File: config.mk
export PLATFORM = sky130hd
export DESIGN_NAME = rb_arbiter
export DESIGN_NICKNAME = d
export VERILOG_FILES = /design/src/rtl/rb_arbiter_pkg.sv /design/src/rtl/rb_arbiter_rr_arb2.sv /design/src/rtl/rb_arbiter.sv
export SDC_FILE = /design/constraint.sdc
export NUM_CORES = 1
export LEC_CHECK = 0
export ABC_CLOCK_PERIOD_IN_PS = 1700
export CAP_MARGIN = 10
export CORE_ASPECT_RATIO = 2
export CORE_MARGIN = 1.5
export CORE_UTILIZATION = 40
export CTS_CLUSTER_SIZE = 25
export DETAILED_ROUTE_END_ITERATION = 10
export DONT_BUFFER_PORTS = 1
export PLACE_DENSITY = 0.56
export REMOVE_ABC_BUFFERS = 1
export SKIP_LAST_GASP = 1
export SLEW_MARGIN = 25
export SYNTH_ARGS = -nofsm -noshare
export SYNTH_HDL_FRONTEND = slang
export SYNTH_HIERARCHICAL = 1
export SYNTH_SLANG_ARGS = --single-unit
File: constraint.sdc
create_clock -name clk -period 1.7 [get_ports clk]
set_input_delay 0.34 -clock clk [delete_from_list [all_inputs] [get_ports clk]]
set_output_delay 0.34 -clock clk [all_outputs]
set_load 0.01 [all_outputs]
File: src/rtl/rb_arbiter_pkg.sv
// rb_arbiter shared types and defaults
// FSM encoding and owner tag for the register-bank arbiter
package rb_arbiter_pkg;

  localparam int DW_DEF = 32;
  localparam int AW_DEF = 4;

  typedef enum logic [1:0] {
    IDLE  = 2'd0,
    ISSUE = 2'd1,
    RSP   = 2'd2
  } state_e;

  typedef enum logic {
    OWN_A = 1'b0,
    OWN_B = 1'b1
  } owner_e;

endpackage

File: src/rtl/rb_arbiter_rr_arb2.sv
// rr_arb2: two-way round-robin pick with pointer
// pointer remembers the last winner; reset favours a
module rr_arb2 (
  input  logic clk,
  input  logic reset_all_n,
  input  logic req_a,
  input  logic req_b,
  input  logic take,
  output logic pick_b,
  output logic any
);

  logic last_b;

  always_comb begin
    any    = req_a | req_b;
    pick_b = req_b & (~req_a | ~last_b);
  end

  always_ff @(posedge clk or negedge reset_all_n) begin
    if (!reset_all_n) begin
      last_b <= 1'b1;
    end else if (take && any) begin
      last_b <= pick_b;
    end
  end

endmodule

File: src/rtl/rb_arbiter.sv
// rb_arbiter: two requesters sharing one register bank
// one command in flight: IDLE -> ISSUE (-> RSP for reads) -> IDLE
module rb_arbiter
  import rb_arbiter_pkg::*;
#(
  parameter int DW = DW_DEF,
  parameter int AW = AW_DEF
) (
  input  logic          clk,
  input  logic          reset_all_n,
  input  logic          req_a,
  input  logic          we_a,
  input  logic [AW-1:0] rs_a,
  input  logic [AW-1:0] rt_a,
  input  logic [AW-1:0] rd_a,
  input  logic [DW-1:0] wdata_a,
  output logic          gnt_a,
  output logic          rvalid_a,
  output logic [DW-1:0] rdata1_a,
  output logic [DW-1:0] rdata2_a,
  input  logic          req_b,
  input  logic          we_b,
  input  logic [AW-1:0] rs_b,
  input  logic [AW-1:0] rt_b,
  input  logic [AW-1:0] rd_b,
  input  logic [DW-1:0] wdata_b,
  output logic          gnt_b,
  output logic          rvalid_b,
  output logic [DW-1:0] rdata1_b,
  output logic [DW-1:0] rdata2_b,
  output logic [AW-1:0] rb_rs,
  output logic [AW-1:0] rb_rt,
  output logic [AW-1:0] rb_rd,
  output logic [DW-1:0] rb_in1,
  output logic          rb_read,
  output logic          rb_write,
  output logic          rb_enable,
  input  logic [DW-1:0] rb_out1,
  input  logic [DW-1:0] rb_out2,
  output logic          busy
);

  state_e        state_q;
  state_e        state_d;
  owner_e        owner_q;
  logic          we_q;
  logic [AW-1:0] rs_q;
  logic [AW-1:0] rt_q;
  logic [AW-1:0] rd_q;
  logic [DW-1:0] wd_q;

  logic pick_b;
  logic any;
  logic take;
  logic in_issue;
  logic in_rsp;
  logic own_b;

  rr_arb2 u_rr (
    .clk         (clk),
    .reset_all_n (reset_all_n),
    .req_a       (req_a),
    .req_b       (req_b),
    .take        (take),
    .pick_b      (pick_b),
    .any         (any)
  );

  always_comb begin
    state_d = state_q;
    take    = 1'b0;
    unique case (state_q)
      IDLE: begin
        if (any) begin
          take    = 1'b1;
          state_d = ISSUE;
        end
      end
      ISSUE:   state_d = we_q ? IDLE : RSP;
      RSP:     state_d = IDLE;
      default: state_d = IDLE;
    endcase
  end

  always_ff @(posedge clk or negedge reset_all_n) begin
    if (!reset_all_n) begin
      state_q <= IDLE;
    end else begin
      state_q <= state_d;
    end
  end

  // winner's command is frozen here and drives the bank pins
  always_ff @(posedge clk or negedge reset_all_n) begin
    if (!reset_all_n) begin
      owner_q <= OWN_A;
      we_q    <= 1'b0;
      rs_q    <= '0;
      rt_q    <= '0;
      rd_q    <= '0;
      wd_q    <= '0;
    end else if (take) begin
      owner_q <= pick_b ? OWN_B : OWN_A;
      we_q    <= pick_b ? we_b : we_a;
      rs_q    <= pick_b ? rs_b : rs_a;
      rt_q    <= pick_b ? rt_b : rt_a;
      rd_q    <= pick_b ? rd_b : rd_a;
      wd_q    <= pick_b ? wdata_b : wdata_a;
    end
  end

  always_comb begin
    in_issue = (state_q == ISSUE);
    in_rsp   = (state_q == RSP);
    own_b    = (owner_q == OWN_B);
  end

  always_comb begin
    gnt_a     = 1'b0;
    gnt_b     = 1'b0;
    rvalid_a  = 1'b0;
    rvalid_b  = 1'b0;
    rb_read   = 1'b0;
    rb_write  = 1'b0;
    rb_enable = 1'b0;
    unique case (1'b1)
      in_issue: begin
        gnt_a     = ~own_b;
        gnt_b     = own_b;
        rb_read   = ~we_q;
        rb_write  = we_q;
        rb_enable = 1'b1;
      end
      in_rsp: begin
        rvalid_a = ~own_b;
        rvalid_b = own_b;
      end
      default: ;
    endcase
  end

  assign busy   = (state_q != IDLE);
  assign rb_rs  = rs_q;
  assign rb_rt  = rt_q;
  assign rb_rd  = rd_q;
  assign rb_in1 = wd_q;

  // bank output is valid at the edge that closes a read ISSUE
  always_ff @(posedge clk or negedge reset_all_n) begin
    if (!reset_all_n) begin
      rdata1_a <= '0;
      rdata2_a <= '0;
      rdata1_b <= '0;
      rdata2_b <= '0;
    end else if (in_issue && !we_q) begin
      if (own_b) begin
        rdata1_b <= rb_out1;
        rdata2_b <= rb_out2;
      end else begin
        rdata1_a <= rb_out1;
        rdata2_a <= rb_out2;
      end
    end
  end

  a_gnt_excl : assert property (
    @(posedge clk) disable iff (!reset_all_n)
    !(gnt_a && gnt_b));

  a_rv_excl : assert property (
    @(posedge clk) disable iff (!reset_all_n)
    !(rvalid_a && rvalid_b));

  a_rw_excl : assert property (
    @(posedge clk) disable iff (!reset_all_n)
    !(rb_read && rb_write));

  a_en_issue : assert property (
    @(posedge clk) disable iff (!reset_all_n)
    rb_enable == in_issue);

endmodule
==> impl_metrics.tcl <==
set metrics [dict create \
    rrSetupSlack_ns 0.02 \
    layout_commonest_cell "dfrtp_1" \
    syn_area_um2 7800 \
    dieArea_um2 20400 \
    highest_cell_delay_on_the_worst_timing_path_ns 0.41 \
    route.top_layer_used "met4" \
    area.growth.synth_to_final_pct 13.4 \
    synth_enable_flop_cells 0 \
    yosysWarningCount 6 \
    fin_worst_hold_slack_ns -0.389 \
    cts.root.buffer_cell "clkbuf_16" \
    final_cell_mix "174 x dfrtp_1, 121 x mux2_4, 98 x mux2_2" \
    worstReg2RegStart "state_q[1]" \
    slew_headroom_pct 79.7 \
    met3_length_um 1130 \
    net-switching-power_mw 6.49 \
    die_h_um 201 \
    ioPinCount 338 \
    post-route-worst-setup-slack_ns 0.0184 \
    first_global_vias 4222 \
    setup_viol 0 \
    wl_per_cell_um 23.8 \
    place_congestion 0.764 \
    placed_cells_incl_taps 694 \
    synth_seq_area_share_pct 56.8 \
    outcome "finished, violations left" \
    power.ir.vdd_worst_mv 0.884 \
    tritoncts.num_buffers 17 \
    r2r.worst_path.cells 6 \
    setup.worst_path.class "flop to flop" \
    layout_cells_sized_above_1_pct 61.7 \
    max_clock_freq_mhz 595 \
    synth_ff_type "dfrtp_1" \
    post_drt_via_cell_ratio 5.19 \
    syn-mean-instance-area_um2 17.8 \
    timing.max_cap.violations 0 \
    route.antenna.remaining_nets 0 \
    cts_tree "yes" \
    post_synth_inst_count 438 \
    power_frac_clock_pct 20.1 \
    finish.utilization_pct 46.1 \
    totalPowerFinal_mw 19.2 \
    cp_common_cell "buf_6" \
    timing_hold_violations_final 177 \
    start_util_pct 40.7 \
    ys_seq_elements 177 \
    wl_met1_um 5820 \
    clk_pin_slew_ns 0.07 \
    crit-reg2reg-capture "rb_in1[0]" \
    h-tree-depth 4 \
    crit_chain "buf_6 > buf_4 > nor3b_4 > buf_6 > clkbuf_16 > mux2_2" \
    stdcell_count 734 \
    globalRoute.totalOverflow 0 \
    cts_hold_buf 1 \
    worstSetupStartpointType "flop" \
    worst_skew_pair.late_latency_ns 0.42 \
    global_route.usage.total_pct 16.7 \
    power_frac_seq_pct 48.0 \
    cellLeakagePower_nw 3.88 \
    post-dp-hpwl_um 12300 \
    final.min_clock_period_ns 1.68 \
    max_slew.worst_pin.slew_ns 0.304 \
    ys_types 22 \
    worst_path_required_ns 2.01 \
    worst-path-max-fanout 18 \
    grt_setup_unrepaired "yes" \
    detailroute.wirelength.met2_um 9950 \
    initialDrtViolationCount 149 \
    antennaDiodeCount 0 \
    fraction_of_power_spent_switching_nets_pct 33.7 \
    timing.critical_path.arrival_ns 1.99 \
    min_path_type "input pin to async pin" \
    synthArstFlopShare_pct 100 \
    dp_slack_ns 0.0119 \
    max-clock-path-buffers 2 \
    min_period_over_period_pct 98.9 \
    grt_pass1_wl_um 25400 \
    row_cnt 72 \
    power.share.combinational_pct 31.8 \
    fp.dieW_um 102 \
    clock_sink_count 177 \
    grt_start_max_net_pins 178 \
    final_routed_drc_violation_total 0 \
    failed_checks "negative hold slack" \
    setup.worst_path.end_class "flop" \
    vias 3813 \
    report.final.slew_viol_count 0 \
    internal_power_mw 12.7 \
    design.core.area_um2 19200 \
    numPortBuffers 0 \
    slowest_stage "dfrtp_2" \
    drt-pass1-iter-count 4 \
    finish.net_count 620 \
    antenna_found_initial 0 \
    final_worst_clock_skew_ns 0.00883 \
    detail_route.wirelength_um 17500 \
    powerDensity_nw_per_um2 2170 \
]
[stage by stage]
step                cell area (um^2)  TNS (ns)
detailed placement              8090         0
finish                          8850         0
global route                    8850    -0.249
CTS                             8720   -0.0849
floorplan                       7480   -559.71
global placement                8090         0
[layer usage]
metal / vias to the layer above / global-route usage (%)
met1: 1996 / 16.8
met2: 193 / 30.3
met5: - / 0
li1: 1593 / -
met3: 31 / 4.94
met4: 0 / 7.94
[registers in the layout, indices dropped and copies added, names as in the netlist]
name / cells
rb_in1: 32
rdata1_a: 32
rdata1_b: 32
rdata2_a: 32
rdata2_b: 32
rb_rd: 4
rb_rs: 4
rb_rt: 4
state_q: 2
own_b: 1
u_rr/last_b: 1
we_q: 1
[cell type report]
cell class,count,area [um^2]
fillers,1698,10300
flip-flops and latches,177,4430
multi-input cells,236,3090
clock buffers,18,439
repair buffers,29,413
well taps,259,324
clock inverters,14,143
inverters,1,3.75
[cell families after synthesis]
family | after synthesis | synth area share [%]
multiplexers | 219 | 37.4
flip-flops | 177 | 56.8
buffers and inverters | 25 | 4.19
AND/OR/NAND/NOR | 14 | 1.41
AO/OA/AOI/OAI | 3 | 0.241
[synth_stat cells, types with 2 or more instances]
cell	count	area (um^2)
mux2_4	120	1800
buf_12	12	240
buf_2	6	30.0
and2_1	2	12.5
nor3b_1	2	15.0
buf_6	2	22.5
mux2_2	99	1110
nor2_1	3	11.3
dfrtp_1	176	4400
buf_4	4	30.0
[power by group through the flow]
stage / registers, mW / clock network [mW] / logic (mW)
CTS: 9.29 / 4.00 / 5.88
global placement: 9.34 / 0 / 5.55
finish: 9.24 / 3.87 / 6.12
detailed placement: 9.36 / 0 / 5.73
global route: 9.46 / 4.18 / 6.54
floorplan: 8.55 / 0 / 4.63
[worst max-delay path by stage]
stage | start | end | slack, ns
floorplan | state_q[1] | rdata1_a[31] | -5.03
global placement | state_q[1] | rdata1_a[31] | 0.04
detailed placement | state_q[1] | rdata2_a[0] | 0.01
CTS | state_q[1] | rdata2_a[0] | -0.02
global route | state_q[1] | rdata1_a[31] | -0.02
finish | state_q[1] | rb_in1[0] | 0.02
[critical path, delay by kind of cell, from the launching register on]
family / cells / cell delay [ns]
and+or+nand+nor: 1 / 0.17
muxes: 1 / 0.35
DFF: 1 / 0.41
buffers and inverters: 4 / 0.62
[timing repair]
action / in CTS / in global routing
setup endpoints to repair: 6 / 101
buffers inserted: 2 / 1
hold endpoints to repair: 178 / 177
resized for setup: 8 / 6
gates cloned: 0 / 4
pin swaps: 1 / 3
Note: power is estimated with default switching activity, not from simulation.
